`src/rtl/ramp_adc_ctrl.sv`:
```
// rtl/ramp_adc_ctrl.sv - single-slope ADC conversion controller driving an up-counter
// Optional: RAMP_ADC_LATENCY_COMP_EN subtracts the comparator synchroniser delay from the result.
module ramp_adc_ctrl #(
  parameter int WIDTH         = 8,
  parameter int SETTLE_CYCLES = 2,
  parameter int SYNC_STAGES   = 2
) (
  input  logic             clk,
  input  logic             rst,
  input  logic             start,
  input  logic             cmp,
  input  logic [WIDTH-1:0] ctr_count,
  input  logic             ctr_overflow,
  output logic             ctr_en,
  output logic             ctr_set,
  output logic [WIDTH-1:0] ctr_setval,
  output logic             ramp_rst,
  output logic             busy,
  output logic [WIDTH-1:0] result,
  output logic             saturated,
  output logic             result_valid,
  input  logic             result_ready
);

  typedef enum logic [1:0] {
    IDLE    = 2'd0,
    SETTLE  = 2'd1,
    CONVERT = 2'd2,
    DONE    = 2'd3
  } state_t;

  state_t                 state_q, state_d;
  logic [3:0]             settle_q, settle_d;
  logic [SYNC_STAGES-1:0] sync_q, sync_d;
  logic [WIDTH-1:0]       result_q, result_d;
  logic                   sat_q, sat_d;
  logic                   cmp_s;
  logic [WIDTH-1:0]       raw_comp;

  assign cmp_s = sync_q[SYNC_STAGES-1];

`ifdef RAMP_ADC_LATENCY_COMP_EN
  localparam logic [WIDTH-1:0] LAT = WIDTH'(SYNC_STAGES);
  assign raw_comp = (ctr_count >= LAT) ? (ctr_count - LAT) : '0;
`else
  assign raw_comp = ctr_count;
`endif

  // Synchroniser is held clear outside CONVERT so a comparator that is already
  // high still needs SYNC_STAGES counted cycles to register as a trip.
  always_comb begin
    sync_d = '0;
    if (state_q == CONVERT) begin
      sync_d = {sync_q[SYNC_STAGES-2:0], cmp};
    end
  end

  always_comb begin
    state_d  = state_q;
    settle_d = settle_q;
    result_d = result_q;
    sat_d    = sat_q;
    case (state_q)
      IDLE: begin
        if (start) begin
          state_d  = SETTLE;
          settle_d = 4'(SETTLE_CYCLES - 1);
        end
      end
      SETTLE: begin
        if (settle_q == 4'd0) begin
          state_d = CONVERT;
        end else begin
          settle_d = settle_q - 4'd1;
        end
      end
      CONVERT: begin
        if (ctr_overflow) begin
          state_d  = DONE;
          result_d = '1;
          sat_d    = 1'b1;
        end else if (cmp_s) begin
          state_d  = DONE;
          result_d = raw_comp;
          sat_d    = 1'b0;
        end
      end
      DONE: begin
        if (result_ready) begin
          state_d = IDLE;
        end
      end
      default: state_d = IDLE;
    endcase
  end

  always_ff @(posedge clk or negedge rst) begin
    if (!rst) begin
      state_q  <= IDLE;
      settle_q <= 4'd0;
      sync_q   <= '0;
      result_q <= '0;
      sat_q    <= 1'b0;
    end else begin
      state_q  <= state_d;
      settle_q <= settle_d;
      sync_q   <= sync_d;
      result_q <= result_d;
      sat_q    <= sat_d;
    end
  end

  assign ctr_en       = (state_q == CONVERT);
  assign ctr_set      = (state_q == SETTLE);
  assign ctr_setval   = '0;
  assign ramp_rst     = (state_q != CONVERT);
  assign busy         = (state_q != IDLE);
  assign result_valid = (state_q == DONE);
  assign result       = result_q;
  assign saturated    = sat_q;

endmodule
```
`config.mk`:
```
export PLATFORM = sky130hd
export DESIGN_NAME = ramp_adc_ctrl
export DESIGN_NICKNAME = d
export VERILOG_FILES = /design/src/rtl/ramp_adc_ctrl.sv
export SDC_FILE = /design/constraint.sdc
export NUM_CORES = 1
export LEC_CHECK = 0
export ABC_AREA = 0
export CORE_AREA = 10 10 57 59
export DETAILED_ROUTE_END_ITERATION = 12
export DIE_AREA = 0 0 67 69
export HOLD_SLACK_MARGIN = 0.02
export PLACE_DENSITY = 0.76
export SYNTH_ARGS = -nofsm -noshare
export SYNTH_HDL_FRONTEND = slang
export SYNTH_SLANG_ARGS = --single-unit
```
`constraint.sdc`:
```
create_clock -name clk -period 3.97 [get_ports clk]
set_input_delay 0.9925 -clock clk [delete_from_list [all_inputs] [get_ports clk]]
set_output_delay 0.9925 -clock clk [all_outputs]
set_load 0.02 [all_outputs]
```
==> results_tabular.tex <==
\begin{tabular}{lr}
\hline
Metric & Value \\
\hline
\multicolumn{2}{l}{\textbf{Drt}} \\
Sum of routed wire length over all layers & $\sim$2200 um \\
First-pass DRT Iterations & 4 \\
Total via count after detailed routing & 720 \\
Count of nets left with antenna violations after detail routing & 0 \\
Iteration-0 DRC count of the detailed router & 35 \\
Via density & 5.07 \\
\# DRC & 0 \\
Average wire length per cell after detail routing & approximately 15 um \\
\multicolumn{2}{l}{\textbf{Yosys}} \\
Synth top area share & between 40 and 50\% \\
Number of synthesized register bits & 17 \\
Count of unique library cells instantiated by Yosys & 28 \\
Area contributors post-synth & dfrtp\_1 44\%, o22a\_1 16\%, ha\_1 7.8\%, buf\_4 6.3\%, a2111oi\_4 2.9\% \\
Syn\_area\_per\_cell & 10.9 sq um \\
Ys async rst share & 100\% \\
Prevailing post-synth register cell & dfrtp\_1 \\
Fraction of the yosys area taken by sequential cells & 44.3\% \\
Cell type with the largest total area after synthesis & dfrtp\_1 \\
Top cells by instance count after synthesis & 17 x dfrtp\_1, 17 x o22a\_1, 8 x buf\_4 \\
Number of flops mapped to enable cells by yosys & 0 \\
Number of cells produced by synthesis & between 80 and 90 \\
Netlist area before placement & 960 sq um \\
Number of warnings issued by yosys & 0 \\
\multicolumn{2}{l}{\textbf{CTS}} \\
Count of hold-fix buffers inserted at cts & 0 \\
Clock Tree Root & clkbuf\_4 \\
Number of clock sinks & 17 \\
Clock transition at the registers of the reported paths & $\sim$100 ps \\
Number of setup buffers added after CTS & 0 \\
Clock insertion delay at the later pin of the skew report & approximately 290 ps \\
Number of buffers inserted during clock tree synthesis & 3 \\
Clock tree from TritonCTS & done \\
Number of H-tree levels & 1 \\
Number of cells upsized or downsized after cts & 0 \\
Number of buffers between clock root and the deepest sink & 2 \\
\multicolumn{2}{l}{\textbf{Global route}} \\
GR Util met3 & about 5.6\% \\
Met2 routing resource usage after global routing & between 10\% and 20\% \\
Pin count of the biggest net entering global routing & 18 \\
Gr busiest metal & met2 \\
Global-route congestion overflow total & 0 \\
Via count of the first global-routing pass & about 770 \\
Wire length of the first global-routing pass & 3670 um \\
Met1 demand-to-capacity share in global routing & 11.1\% \\
Overall track demand over capacity in global routing & roughly 10\% \\
Initial antenna violation count & 0 \\
\multicolumn{2}{l}{\textbf{Place}} \\
IO Port Bufs & 27 \\
Global placer's final weighted congestion & roughly 0.74 \\
Worst slack at placement & 1280 ps \\
Estimated wirelength of the detail-placed design & 1690 um \\
\multicolumn{2}{l}{\textbf{STA}} \\
Normalized max-slew margin & around half \\
Time the final worst path needs with I/O delays and setup & around 3000 ps \\
Setup violation total in the final timing report & 0 \\
Clock Skew & just over 6 ps \\
Final-report hold violation count & 0 \\
Fin worst setup slack & between 900 and 1000 ps \\
RSZ-0062 raised after global routing & false \\
Ratio of final minimum period to clock period & around three quarters \\
Highest Clock Rate & approximately 330 MHz \\
Sum of negative setup slack & 0 ps \\
Worst Tran Pin Value & 722 ps \\
Number of max-slew violations in the final report & 0 \\
\multicolumn{2}{l}{\textbf{Critical path}} \\
Setup CP Type & register to output pin \\
Crit path launch type & register \\
Crit-path max FO & 15 \\
Crit path capture type & output pin \\
Signal arrival time at the worst endpoint & approximately 2000 ps \\
Critical Path RT & approximately 3000 ps \\
\multicolumn{2}{l}{\textbf{Die}} \\
Standard-cell row count & 17 \\
Die width & about 67 um \\
DIE AREA & about 0.0046 sq mm \\
Die outline height & just under 70 um \\
Initial Utilization & 44.7\% \\
Core area & between 0.002 and 0.0025 sq mm \\
I/O pin total & 36 \\
\multicolumn{2}{l}{\textbf{Layout}} \\
Diode count & 0 \\
Final standard cell utilization of the core & 57.7\% \\
Number of nets in the finished design & between 100 and 150 \\
Share of post-route cells with drive strength above 1 & 5.26\% \\
Sequential standard cell area & $\sim$430 sq um \\
Synth-to-Final Area Change & 29.2\% \\
Footprint of the multi-input gates & roughly 450 sq um \\
Fill count & 199 \\
\multicolumn{2}{l}{\textbf{Worst hold path}} \\
Type of the most critical hold path & register to register \\
\multicolumn{2}{l}{\textbf{Power}} \\
P\_leak & about 0.00055 uW \\
Maximum ir drop on the vdd rail & 0.405 mV \\
Power per cell area & between 700 and 800 mW/mm\^{}2 \\
\multicolumn{2}{l}{\textbf{Status}} \\
Result of the run & finished clean \\
\multicolumn{2}{l}{\textbf{Run}} \\
Number of maximum-capacitance constraint violations & 0 \\
\hline
\end{tabular}
## placed cells by master (no fill, tap or decap), drive strengths merged, types with 2 or more instances in the layout
cell type | netlist | routed
and2 | 2 | 2
nand2 | 3 | 3
o22a | 17 | 17
nor2b | 2 | 2
clkdlybuf4s50 | 0 | 27
nor3 | 2 | 2
conb | 1 | 8
o21ai | 2 | 2
dfrtp | 17 | 17
ha | 6 | 6
inv | 8 | 8
clkbuf | 2 | 4
nor2 | 3 | 3
## metal layers
layer	vias up	share of wire (%)
met5	-	0
met4	0	2.2
met3	5	12
met2	28	47
met1	334	38
li1	353	-
## state kept, by name, summed over array words and instances, names as in the netlist
| register | count |
|---|---|
| settle_q | 4 |
| sync_q | 2 |
| saturated | 1 |
| state_q | 2 |
| result | 8 |
## critical path, stage by stage (launching register included)
cell and delay [ps]:
dfrtp_1 420, inv_1 90, ha_1 490, clkdlybuf4s50_1 710
## where the power goes
group          internal, uW  switching (uW)
logic                   297             288
clock network          39.1            52.7
registers               249            62.1
total                   585             403
## final cells by class
| class | count | area share (%) |
|---|---|---|
| sequential | 17 | 34.3 |
| clock buffer | 4 | 2.12 |
| timing repair buffer | 27 | 21.8 |
| inverter | 8 | 2.42 |
| tap | 28 | 2.83 |
| multi-input combinational | 58 | 36.5 |
## metrics by stage
step                      instances  hold WS, ps  total power, uW  area, sq um
after floorplan                  95          434              694          986
after global placement          138          442              888         1210
after detailed placement        138          443              906         1210
after CTS                       142          477             1000         1240
after global routing            142          516             1080         1240
final                           142          471              988         1240
## cell families after synthesis
logic type | count (synthesis) | share of synthesized area, %
AO/OA/AOI/OAI | 26 | 24.4
adder cells (fa/ha/maj) | 6 | 7.82
buffers and inverters | 20 | 11.2
flip-flops | 17 | 44.3
multiplexers | 2 | 2.22
other | 1 | 0.391
AND/OR/NAND/NOR | 16 | 9.65
## path summary, 6_finish.rpt
check / slack, ps / depth (start not counted) / endpoint / from
hold / removal: 470 / 1 / sync_q[1] / sync_q[0]
hold reg to reg: 470 / 1 / sync_q[1] / sync_q[0]
min in group asynchronous: 1120 / 1 / sync_q[1] / rst
setup reg to reg: 2070 / 5 / result[7] / state_q[0]
max in group asynchronous: 2390 / 1 / result[0] / rst
setup / recovery: 970 / 3 / ctr_en / state_q[0]
(Power assumes the default switching activity.)
==> RTL edit 1: new RTL, same settings <==
Build with the macro `RAMP_ADC_LATENCY_COMP_EN` defined.
--- a/src/rtl/ramp_adc_ctrl.sv
+++ b/src/rtl/ramp_adc_ctrl.sv
@@ -1,5 +1,7 @@
 // rtl/ramp_adc_ctrl.sv - single-slope ADC conversion controller driving an up-counter
 // Optional: RAMP_ADC_LATENCY_COMP_EN subtracts the comparator synchroniser delay from the result.
+`define RAMP_ADC_LATENCY_COMP_EN
+
 module ramp_adc_ctrl #(
   parameter int WIDTH         = 8,
   parameter int SETTLE_CYCLES = 2,
Function: changed (Yosys sat finds a counterexample within 10 cycles, from zero or initial values and one cycle with rst low).
==> RTL edit 1 against the original RTL <==
- sequential cell count is the same
- cell count grew 20%
- clock skew grew 0.0010 ns
- cell area grew 10%
- power shrank 19%
- routed wire length grew 17%
- count of clock-buffer cells in the layout shrank 1
- area after synthesis grew 13%
- sequential power shrank 16%
- setup slack gained 0.15 ns
==> RTL edit 1: results (changes against the original RTL) <==
metric,value,unit,change
p_leak,0.563,nW,+1.8%
finalClockSkew,0.00713,ns,+0.00102 ns
detail_route.iter0.violations,57,,+63%
grt_use_met1,0.138,,+0.0269
synthDistinctLibCells,40,,+43%
final_nets,164,,+21%
outcome,"finished, final reports clean",,
synth_fa_ha_area_frac,0.0811,,+0.00289
synthMuxAreaShare,0.0290,,+0.00680
dpl_cell_area,1340,µm²,+10%
syn_area_per_cell,9.47,µm²,-13%
final_layout_size_suffix_gt1_frac,0.0423,,-0.0104
dp.cells,166,,+20%
synth_compound_area_frac,0.174,,-0.0700
grtUsageMet3,0.0419,,-0.0145
grt_util_all_layers,0.115,,+0.0154
post-cts-setup-buffers,0,,unchanged
cp_slowest_stage_delay,0.68,ns,-0.03 ns
synth-seq-area-share,0.394,,-0.0493
tightest_slew,0.754,ns,+0.0327 ns
via_count,915,,+27%
synth.area.top_cells,"dfrtp_1 (39%), ha_1 (8.1%), buf_4 (6.3%)",,
vdd_drop_max,0.523,mV,+29%
p_switching,0.000335,W,-17%
gp_congestion,0.856,,+16%
post-place-ws,1.43,ns,+0.148 ns
wl_per_cell,14.9,µm,-2.4%
pg_comb,0.000442,W,-24%
grtUsageMet2,0.180,,+0.0356
synth_common_cells,"dfrtp_1 (17), inv_1 (10), buf_4 (9), nor2_1 (9), ha_1 (7)",,
crit_fanout,11,,-4
first_global_vias,944,,+23%
grt_pass1_wl,4370,µm,+19%
dp_hpwl,2050,µm,+21%
seqPwrFrac,0.326,,+0.011
RTL edit 1: path summary, 6_finish.rpt:
path                              from         end  slack [ns]  cells after the start
hold / removal               sync_q[0]   sync_q[1]        0.47                      1
setup reg to reg           settle_q[0]  state_q[1]        2.08                      5
min in group asynchronous          rst   result[0]        1.13                      1
max in group asynchronous          rst  state_q[0]        2.37                      1
hold reg to reg              sync_q[0]   sync_q[1]        0.47                      1
setup / recovery            state_q[0]      ctr_en        1.12                      3
RTL edit 1: layer usage:
layer | vias to the layer above | routed length [µm]
li1 | 449 | -
met5 | - | 0
met1 | 422 | 1010
met2 | 42 | 1260
met3 | 2 | 246
met4 | 0 | 16
RTL edit 1: layout make-up:
class | instances | area (µm²)
Inverter | 10 | 37.5
Fill cell | 198 | 782
Tap cell | 28 | 35.0
Multi-Input combinational cell | 84 | 571
Sequential cell | 17 | 425
Clock inverter | 1 | 5.00
Clock buffer | 3 | 22.5
Timing Repair Buffer | 27 | 270
==> RTL edit 2: new RTL, same settings <==
Made on the original files. Take the reset off `result_q` and load it in a clocked block of its own.
--- a/src/rtl/ramp_adc_ctrl.sv
+++ b/src/rtl/ramp_adc_ctrl.sv
@@ -99,15 +99,17 @@
       state_q  <= IDLE;
       settle_q <= 4'd0;
       sync_q   <= '0;
-      result_q <= '0;
       sat_q    <= 1'b0;
     end else begin
       state_q  <= state_d;
       settle_q <= settle_d;
       sync_q   <= sync_d;
-      result_q <= result_d;
       sat_q    <= sat_d;
     end
+  end
+
+  always_ff @(posedge clk) begin
+    result_q <= result_d;
   end
 
   assign ctr_en       = (state_q == CONVERT);
Check against the original RTL: differs if rst is asserted again (counterexample within 10 cycles, from zero or initial values and one cycle with rst low); with rst held inactive, the same outputs for 10 cycles.
==> RTL edit 2 against the original RTL <==
- sequential cell count unchanged
- area after synthesis decreased by 5.7%
- core utilization is 1.7 points lower
- power fell by 23%
- worst hold slack improved by 0.0016 ns
- register-to-register slack gained 0.07 ns
- routed wire length down 6.3%
- first-iteration DRC count fell by 34%
- sequential power is 13% lower
- cell area is 3.0% lower
- critical path type unchanged
- setup slack improved by 0.22 ns
==> RTL edit 2: results (changes against the original RTL) <==
metric,value,unit,change
detail_route.iter0.violations,23,,-34%
cp_slowest_stage_delay,0.67,ns,-0.04 ns
clk_pin_slew_worst_paths,0.09,ns,
yosys_warnings,0,,unchanged
grt_antenna_before_repair,0,,unchanged
finalClockSkew,0.00313,ns,-0.00297 ns
post-place-ws,1.32,ns,+0.0382 ns
fill_cells,206,,+3.5%
vdd_drop_max,0.415,mV,+2.6%
gp_congestion,0.686,,-7.2%
synth-seq-area-share,0.515,,+0.0712
clk_latency,0.29,ns,about the same
wl_per_cell,14.6,µm,-4.2%
antenna_cells,0,,unchanged
synth-edff-count,8,,+8
syn_inst,81,,-8.0%
clockBufferDepth,2,,unchanged
port_buffers,27,,unchanged
synth_common_cells,"dfrtp_1 (9), buf_4 (8), edfxtp_1 (8), inv_1 (8), or2_2 (8)",,
dpl_cell_area,1180,µm²,-3.1%
first_global_vias,733,,-4.2%
largest_reg_flops,8,,unchanged
hold_class,reg2reg,,
crit_fanout,8,,-7
async_flop_share,0.529,,-0.471
cts-root-buf,clkbuf_4,,
ctsResizeCount,0,,unchanged
final_layout_size_suffix_gt1_frac,0.126,,+0.0735
critPathArrivalTime,1.78,ns,-0.22 ns
cp_slowest_cell,clkdlybuf4s50_1,,
vias_per_cell,4.80,,-5.4%
fin_cells,139,,-2.1%
post-cts-setup-buffers,0,,unchanged
synth.area.top_cells,"edfxtp_1 (27%), dfrtp_1 (25%), ha_1 (8.3%)",,
synth_ff_type,dfrtp_1,,
p_leak,0.493,nW,-11%
cts_buffers,3,,unchanged
synthDistinctLibCells,28,,unchanged
grt_util_all_layers,0.0950,,-0.00458
dp_hpwl,1670,µm,-1.3%
final_nets,132,,-2.2%
grt_pass1_wl,3420,µm,-6.8%
drtPass1Iterations,4,,unchanged
grt_max_degree,11,,-7
outcome,"finished, final reports clean",,
tightest_slew,0.669,ns,-0.0521 ns
cts_max_level,1,,unchanged
## RTL edit 2: changes by cell type after synthesis, moves of 3 or more
cell | unedited run | this run
o22a_1 | 17 | 0
dfrtp_1 | 17 | 9
edfxtp_1 | 0 | 8
or2_2 | 0 | 8
nand2b_1 | 0 | 3
## RTL edit 2: area by class of cell
cell class              count  area [µm²]  area share
clock buffers               4        26.3      0.0219
inverters                   8        30.0      0.0250
multi-input cells          55         375       0.312
flip-flops and latches     17         465       0.387
well taps                  28        35.0      0.0291
repair buffers             27         270       0.225
## RTL edit 2: layer usage
layer | GRT usage | routed length (µm) | share of wire
met5 | 0 | 0 | 0
met4 | 0.0543 | 35 | 0.017
met3 | 0.0338 | 182 | 0.089
met2 | 0.169 | 1120 | 0.55
met1 | 0.0880 | 702 | 0.34
## RTL edit 2: critical path: cells and delay by family, from the launching register on
family     cells  cell delay [ns]
fa+ha+maj      1             0.32
buf+inv        2             0.76
flops          1             0.42
## RTL edit 2: worst paths after layout
path / depth (start not counted) / end / slack, ns / from
worst max-delay path: 3 / ctr_en / 1.19 / state_q[0]
worst min-delay path: 1 / sync_q[1] / 0.47 / sync_q[0]
worst max register to register: 4 / result[6] / 2.14 / state_q[0]
worst min register to register: 1 / sync_q[1] / 0.47 / sync_q[0]
max in group asynchronous: 1 / settle_q[3] / 2.67 / rst
min in group asynchronous: 1 / sync_q[1] / 1.00 / rst
## RTL edit 2: kinds of logic after synthesis
group | count (synthesis) | synth area share
simple gates | 29 | 0.187
compound gates | 10 | 0.0885
buf+inv | 16 | 0.0996
other cells | 1 | 0.00415
flops | 17 | 0.515
mux | 2 | 0.0235
fa+ha+maj | 6 | 0.0830
## RTL edit 2: power breakdown
part	internal, W	switching, W
clock	0.0000391	0.0000517
combinational	0.000178	0.000221
sequential	0.000238	0.0000325
total	0.000455	0.000305
